--- config.mk ---
export PLATFORM = sky130hd
export DESIGN_NAME = mem_port_arbiter
export DESIGN_NICKNAME = d
export VERILOG_FILES = /design/src/rtl/mem_port_arbiter.sv
export SDC_FILE = /design/constraint.sdc
export NUM_CORES = 1
export LEC_CHECK = 0
export ABC_AREA = 1
export CAP_MARGIN = 15
export CORE_MARGIN = 2
export CORE_UTILIZATION = 39
export DETAILED_ROUTE_END_ITERATION = 7
export PLACE_DENSITY = 0.8
export SYNTH_ARGS = -nofsm -noshare
export SYNTH_HDL_FRONTEND = slang
export SYNTH_SLANG_ARGS = --single-unit
--- constraint.sdc ---
create_clock -name clock -period 1.9 [get_ports clock]
set_clock_uncertainty 0.2 [all_clocks]
set_input_delay 0.285 -clock clock [delete_from_list [all_inputs] [get_ports clock]]
set_output_delay 0.285 -clock clock [all_outputs]
set_load 0.05 [all_outputs]
--- src/rtl/mem_port_arbiter.sv ---
// Two-port (fetch/data) arbiter onto a single shared memory bus, with fair tie-break,
// fetch discard on flush, a per-transaction wait timeout and a sticky timeout flag.
module mem_port_arbiter #(
  parameter int ADDR_W  = 32,
  parameter int TIMEOUT = 255
) (
  input  logic              clock,
  input  logic              reset,
  input  logic              if_req,
  input  logic [ADDR_W-1:0] if_addr,
  input  logic              if_flush,
  output logic [31:0]       if_rdata,
  output logic              if_ready,
  input  logic              d_req,
  input  logic              d_we,
  input  logic [ADDR_W-1:0] d_addr,
  input  logic [31:0]       d_wdata,
  input  logic [3:0]        d_be,
  output logic [31:0]       d_rdata,
  output logic              d_ready,
  output logic              mem_req,
  output logic              mem_we,
  output logic [ADDR_W-1:0] mem_addr,
  output logic [31:0]       mem_wdata,
  output logic [3:0]        mem_be,
  input  logic [31:0]       mem_rdata,
  input  logic              mem_ack,
  output logic              mem_busy,
  output logic              timeout_err
);

  typedef enum logic [2:0] {IDLE, BUSY_I, BUSY_D, DONE_I, DONE_D} state_t;

  localparam logic [7:0] LAST_WAIT = 8'(TIMEOUT - 1);

  state_t     state_r;
  logic       last_data_r;
  logic       discard_r;
  logic [7:0] wait_cnt_r;
  logic       timeout_hit_s;
  logic       discard_now_s;

  // A flush in the final BUSY_I cycle must still suppress the ready pulse.
  assign timeout_hit_s = !mem_ack && (wait_cnt_r == LAST_WAIT);
  assign discard_now_s = discard_r | if_flush;

  // Arbitration FSM; every output is a register updated alongside the state.
  always_ff @(posedge clock) begin
    if (reset) begin
      state_r     <= IDLE;
      last_data_r <= 1'b0;
      discard_r   <= 1'b0;
      wait_cnt_r  <= 8'd0;
      timeout_err <= 1'b0;
      mem_req     <= 1'b0;
      mem_busy    <= 1'b0;
      mem_we      <= 1'b0;
      mem_addr    <= {ADDR_W{1'b0}};
      mem_wdata   <= 32'h0;
      mem_be      <= 4'h0;
      if_ready    <= 1'b0;
      if_rdata    <= 32'h0;
      d_ready     <= 1'b0;
      d_rdata     <= 32'h0;
    end else begin
      if_ready <= 1'b0;
      if_rdata <= 32'h0;
      d_ready  <= 1'b0;
      d_rdata  <= 32'h0;
      case (state_r)
        IDLE: begin
          if (d_req && (!if_req || !last_data_r)) begin
            state_r     <= BUSY_D;
            last_data_r <= 1'b1;
            mem_req     <= 1'b1;
            mem_busy    <= 1'b1;
            wait_cnt_r  <= 8'd0;
            mem_we      <= d_we;
            mem_addr    <= d_addr;
            mem_wdata   <= d_wdata;
            mem_be      <= d_be;
          end else if (if_req) begin
            state_r     <= BUSY_I;
            last_data_r <= 1'b0;
            mem_req     <= 1'b1;
            mem_busy    <= 1'b1;
            wait_cnt_r  <= 8'd0;
            mem_we      <= 1'b0;
            mem_addr    <= if_addr;
            mem_wdata   <= 32'h0;
            mem_be      <= 4'hF;
          end else begin
            state_r <= IDLE;
          end
        end
        BUSY_I: begin
          if (if_flush) begin
            discard_r <= 1'b1;
          end
          if (mem_ack || timeout_hit_s) begin
            state_r <= DONE_I;
            mem_req <= 1'b0;
            if (!discard_now_s) begin
              if_ready <= 1'b1;
              if_rdata <= mem_ack ? mem_rdata : 32'h0;
            end
            if (!mem_ack) begin
              timeout_err <= 1'b1;
            end
          end else begin
            wait_cnt_r <= wait_cnt_r + 8'd1;
          end
        end
        BUSY_D: begin
          if (mem_ack || timeout_hit_s) begin
            state_r <= DONE_D;
            mem_req <= 1'b0;
            d_ready <= 1'b1;
            d_rdata <= (mem_ack && !mem_we) ? mem_rdata : 32'h0;
            if (!mem_ack) begin
              timeout_err <= 1'b1;
            end
          end else begin
            wait_cnt_r <= wait_cnt_r + 8'd1;
          end
        end
        DONE_I: begin
          state_r   <= IDLE;
          mem_busy  <= 1'b0;
          discard_r <= 1'b0;
        end
        DONE_D: begin
          state_r  <= IDLE;
          mem_busy <= 1'b0;
        end
        default: begin
          state_r   <= IDLE;
          mem_req   <= 1'b0;
          mem_busy  <= 1'b0;
          discard_r <= 1'b0;
        end
      endcase
    end
  end

endmodule

==> results of run 1 <==
cells in the mapped netlist:
cell | count | share of area
nand2_1 | 167 | 0.12
dfxtp_1 | 151 | 0.58
nor2_1 | 90 | 0.065
inv_1 | 52 | 0.037
a21oi_1 | 45 | 0.043
o21ai_0 | 39 | 0.037
a31oi_1 | 33 | 0.040
buf_2 | 18 | 0.017
clkbuf_1 | 12 | 0.0086
nand3_1 | 12 | 0.012
nor3_1 | 7 | 0.0067
buf_4 | 5 | 0.0072
nand4_1 | 3 | 0.0036
nor2_4 | 3 | 0.0065
ha_1 | 2 | 0.0048
nand2_2 | 2 | 0.0024
o21ai_1 | 2 | 0.0019
a211oi_1 | 1 | 0.0014
clkinv_1 | 1 | 0.00072
inv_2 | 1 | 0.00072
nand2_4 | 1 | 0.0022
o21bai_1 | 1 | 0.0014
xnor2_1 | 1 | 0.0017
registers in the layout (all words and copies together) (netlist names), 3 cells and up:
signal,cells
mem_addr,32
wait_cnt_r,8
if_rdata,32
mem_be,4
d_rdata,32
state_r,3
mem_wdata,32
layer usage:
metal	GRT usage	vias up	share of wire
li1	-	2626	-
met1	0.2382	2267	0.40
met2	0.3543	236	0.48
met3	0.07462	33	0.091
met4	0.1059	0	0.032
met5	0	-	0
worst max-delay path, delay by kind of cell (launching register included):
family,cells,cell delay (ns)
and+or+nand+nor,5,0.48
DFF,1,0.41
adders and majority gates,1,0.19
AOI/OAI and AO/OA,1,0.16
buffers and inverters,1,0.15
through the flow:
step                      hold slack, ns  cells  power, W   TNS, ns
after CTS                         0.1939   1120  0.009938         0
after global placement            0.2390   1088  0.006514  -0.03103
after detailed placement          0.2394   1088  0.006541    -1.174
after global routing              0.2105   1120   0.01032         0
final                             0.2058   1120  0.009874         0
after floorplan                   0.2199    649  0.005432         0
worst min path at each step:
stage / end / from
detailed placement: mem_busy / mem_busy
CTS: if_rdata[7] / mem_rdata[7]
global placement: mem_busy / mem_busy
finish: if_rdata[7] / mem_rdata[7]
global route: if_rdata[7] / mem_rdata[7]
floorplan: d_rdata[0] / mem_rdata[0]
layout make-up:
class / count / area [um2]
inverter: 54 / 202.7
multi-input combinational: 409 / 1824
tap: 176 / 220.2
clock buffer: 18 / 439.2
clock inverter: 14 / 167.7
fill: 1084 / 4553
timing repair buffer: 298 / 2708
sequential: 151 / 3023
cells by family (layout without fill, tap and decap cells):
| kind of cell | Yosys count | after routing | share of synthesized area |
|---|---|---|---|
| AOI/OAI and AO/OA | 121 | 121 | 0.1249 |
| xor gates and xnor gates | 1 | 1 | 0.001678 |
| adders and majority gates | 2 | 2 | 0.004793 |
| buffers and inverters | 89 | 384 | 0.07191 |
| DFF | 151 | 151 | 0.5791 |
| and+or+nand+nor | 285 | 285 | 0.2176 |
where the power goes:
part | internal [W] | switching (W) | total, W
logic | 0.00102 | 0.00182 | 0.00284
registers | 0.00347 | 0.000166 | 0.00364
clock network | 0.00201 | 0.00139 | 0.00340
total | 0.00650 | 0.00338 | 0.00987
repair_timing:
item	in CTS	in global routing
setup endpoints to repair	0	6
hold buffers	0	0
gates resized for setup	0	1
hold endpoints to repair	0	0
==> impl_metrics.ini, run 1 <==
[timing]
rsz0062_at_grt = no
clock.fmax_mhz = 590.0
worst_pin_slew_ns = 0.3045
hold_viol_final = 0
slew_headroom = 0.7962
finalWorstSetupSlack_ns = 0.2050
slew_violations = 0
setup_viol = 0
min_period_over_period = 0.8921
post-route-min-period_ns = 1.695

[global_routing]
antenna_found_initial = 0
grt_max_degree = 34
grt_pass1_vias = 4862
overflow = 0
grt_usage = 0.2114
grt_pass1_wl_um = 23690

[die]
initial_core_util = 0.3973
dieWidth_um = 119.7
rows = 42
core-area_um2 = 13140
io_pins = 277
dieHeight_um = 119.7
dieArea_um2 = 14330

[critical_path]
slowest_delay_ns = 0.41
cpMaxStageDelayCell = dfxtp_1
worstSetupEndpoint = wait_cnt_r[0]
worst_setup_path_start_kind = register
critPathRequiredTime_ns = 2.02
r2r_slack_ns = 0.21
crit_path_cell_trace = ha_1 -> nand2_1 -> nor2_1 -> nand2_1 -> nand3_1 -> clkinv_1 -> o21ai_0 -> nor2_1
crit_arrival_ns = 1.81
worstSetupStartpoint = wait_cnt_r[1]
path_class = register to register
path_max_fanout = 5
rr_startpoint = wait_cnt_r[1]
end_kind = register
reg2reg_depth = 8
worstReg2RegEnd = wait_cnt_r[0]

[flow_run]
drv_cap = 0

[synth]
yosys_register_bits = 151
synth_nets = 790
seq_area_frac_synth = 0.5791
synth_cell_type_count = 23
syn_area_um2 = 5220
synthCells = 649
synth_warnings = 0
avgSynthCellArea_um2 = 8.043

[drt]
drt-total-wl_um = 15110
postRouteAntennaNets = 0
first_pass_iters = 5
vias = 5162
wl_per_cell_um = 13.49
vias_per_cell = 4.609
drc_errors = 0
drt_iter0_drc = 316

[finish]
fin_nets = 1072
finalInstanceArea_um2 = 8584
mostFrequentLayoutCell = nand2_1
synthToLayoutAreaGrowth_pct = 64.45
post-route-util = 0.6534
diodes = 0
layout_common_cells = nand2_1, dfxtp_1, buf_4
layout-drive-gt1-share = 0.2119

[power]
leakage_nw = 3.908
p_per_area_nw_per_um2 = 1150
ir_drop_mv = 0.5646

[worst_hold_path]
min_path_cells = 3
hold_class = primary input to register

[placement]
place_area_um2 = 7975
place_ws_ns = -0.08350
gp_congestion = 0.7907
port_buffers = 276
dp_hpwl_um = 11290

[clocking]
cts_tree = done
max-clock-path-buffers = 2
numCtsBuffers = 17
clkTransAtPathRegs_ns = 0.06
clock_sinks = 151
htree_levels = 4
cts-root-buf = clkbuf_16
clock_latency_ns = 0.42
cts_setup_buffers = 0

[status]
status = complete, no violations
Power figures use the tool's default switching activity.
==> inputs of run 2 (changes only) <==
--- a/config.mk
+++ b/config.mk
@@ -10,7 +10,7 @@
 export CORE_MARGIN = 2
 export CORE_UTILIZATION = 39
 export DETAILED_ROUTE_END_ITERATION = 7
-export PLACE_DENSITY = 0.8
+export PLACE_DENSITY = 0.76
 export SYNTH_ARGS = -nofsm -noshare
 export SYNTH_HDL_FRONTEND = slang
 export SYNTH_SLANG_ARGS = --single-unit
==> run 2 against run 1 <==
Cell area decreased by 0.99%. Routed wire length down 1.6%. Clock-buffer cell count unchanged. Final cell count decreased by 0.27%. Setup slack gained 0.017 ns. First-iteration DRC count fell by 2.2%. Clock power shrank 6%. Sequential cell count unchanged. Utilization shrank 0.65 points. Register-to-register slack better by 0.02 ns. Die area unchanged. Non-clock buffer count down 3. Critical endpoint is now wait_cnt_r[7]. Largest cell class unchanged.
==> impl_metrics.ini, run 2 (synthesis gave the netlist of run 1 again) <==
[drt]
postRouteAntennaNets = 0
drt_iter0_drc = 309
drc_errors = 0
first_pass_iters = 4
wl_per_cell_um = 13.31
drt-total-wl_um = 14870
vias = 5139
vias_per_cell = 4.601

[global_routing]
antenna_found_initial = 0
grt_pass1_wl_um = 23320
grt_usage = 0.2076
overflow = 0
grt_max_degree = 50
grt_pass1_vias = 4815

[critical_path]
slowest_delay_ns = 0.34
r2r_slack_ns = 0.22
critical_path_buf_inv_count = 1
path_class = register to register
cp_top_family = simple AND/OR/NAND/NOR gates
crit_arrival_ns = 1.79
worst_setup_path_start_kind = register
path_max_fanout = 7
end_kind = register
critPathRequiredTime_ns = 2.01
cpMaxStageDelayCell = dfxtp_2
crit_path_cell_trace = inv_1 -> ha_1 -> nand2_1 -> nor2_1 -> nand2_1 -> nand2_1 -> nand2_2 -> nand2_2 -> nand2_1 -> nand2_1 -> nor2_1
cp_common_cell = nand2_1

[clocking]
clock_sinks = 151
cts_tree = done
cts_setup_buffers = 0
clkTransAtPathRegs_ns = 0.06
cts-root-buf = clkbuf_16
htree_levels = 4
clock_latency_ns = 0.42
numCtsBuffers = 17
max-clock-path-buffers = 2

[finish]
layout_common_cells = nand2_1, dfxtp_1, buf_4
fin_nets = 1069
finalInstanceArea_um2 = 8499
post-route-util = 0.6470
fillers = 1140
synthToLayoutAreaGrowth_pct = 62.82
layout-drive-gt1-share = 0.2104
mostFrequentLayoutCell = nand2_1
diodes = 0

[die]
io_pins = 277
initial_core_util = 0.3973
dieWidth_um = 119.7
core-area_um2 = 13140
dieHeight_um = 119.7
rows = 42
dieArea_um2 = 14330

[placement]
gp_congestion = 0.8046
port_buffers = 276
dp_hpwl_um = 10860
place_area_um2 = 7928

[power]
power.share.clock = 0.333
comb_power_share = 0.288
p_seq_frac = 0.379
p_switching_w = 0.003331
ir_drop_mv = 0.6155
p_int_w = 0.006289
p_per_area_nw_per_um2 = 1132
leakage_nw = 3.870
switching_share = 0.3463

[timing]
clock.fmax_mhz = 596.0
worst_pin_slew_ns = 0.3172
slew_violations = 0
min_period_over_period = 0.8831
rsz0062_at_grt = no
slew_headroom = 0.7877
post-route-min-period_ns = 1.678
setup_tns_ns = 0
hold_viol_final = 0
setup_viol = 0

[worst_hold_path]
hold_class = primary input to register

[flow_run]
drv_cap = 0

[status]
status = complete, no violations
==> run 2: cell types whose count changed in the layout (fill, tap and decap cells not counted), sizes merged <==
cell      before  now
buf          160  157
inv           58   60
clkinvlp       2    1
bufinv         2    1
==> run 2: path summary, 6_finish.rpt <==
kind | depth (start not counted) | start | to
worst min-delay path | 3 | mem_rdata[6] | if_rdata[6]
worst max-delay path | 11 | wait_cnt_r[0] | wait_cnt_r[7]
worst min register to register | 2 | mem_busy | mem_busy
worst max register to register | 11 | wait_cnt_r[0] | wait_cnt_r[7]
==> run 2: power by group through the flow <==
stage	combinational, W	clock, W	sequential, W
4_1_cts	0.00279	0.00327	0.00364
3_3_place_gp	0.00278	0	0.00370
6_report	0.00277	0.00321	0.00364
2_1_floorplan	0.000783	0	0.00465
3_5_place_dp	0.00278	0	0.00370
5_1_grt	0.00295	0.00343	0.00368
==> run 2: area by class of cell <==
class	count	area [um2]	share of cell area
flip-flops and latches	151	3025	0.3560
repair buffers	295	2660	0.3130
multi-input cells	409	1824	0.2146
clock buffers	18	429.2	0.05049
well taps	176	220.2	0.02591
inverters	54	202.7	0.02385
clock inverters	14	137.6	0.01619
==> run 2: per-stage QoR <==
step | worst slack [ns] | total power (W) | instances | hold WS, ns
detailed placement | -0.02857 | 0.006483 | 1085 | 0.2405
global route | 0.004476 | 0.01006 | 1117 | 0.2079
floorplan | 0.3597 | 0.005432 | 649 | 0.2199
CTS | 0.1183 | 0.009704 | 1117 | 0.1930
global placement | -0.01862 | 0.006473 | 1085 | 0.2422
finish | 0.2221 | 0.009620 | 1117 | 0.2111
==> run 2: per-layer routing <==
metal | track usage | up-vias | routed length (um)
met4 | 0.1015 | 0 | 443
met2 | 0.3539 | 213 | 7121
met3 | 0.07462 | 29 | 1354
li1 | - | 2630 | -
met1 | 0.2288 | 2267 | 5950
met5 | 0 | - | 0
==> run 2: tightest hold or removal path, delay by kind of cell <==
family | cells | cell delay, ns
buffers and inverters | 2 | 0.46
and+or+nand+nor | 1 | 0.04
==> run 2: timing repair <==
item                                   CTS  global route
endpoints found under the hold margin    0             0
hold buffers                             0             0
gates resized for setup                  0             3
setup endpoints to repair                0             6
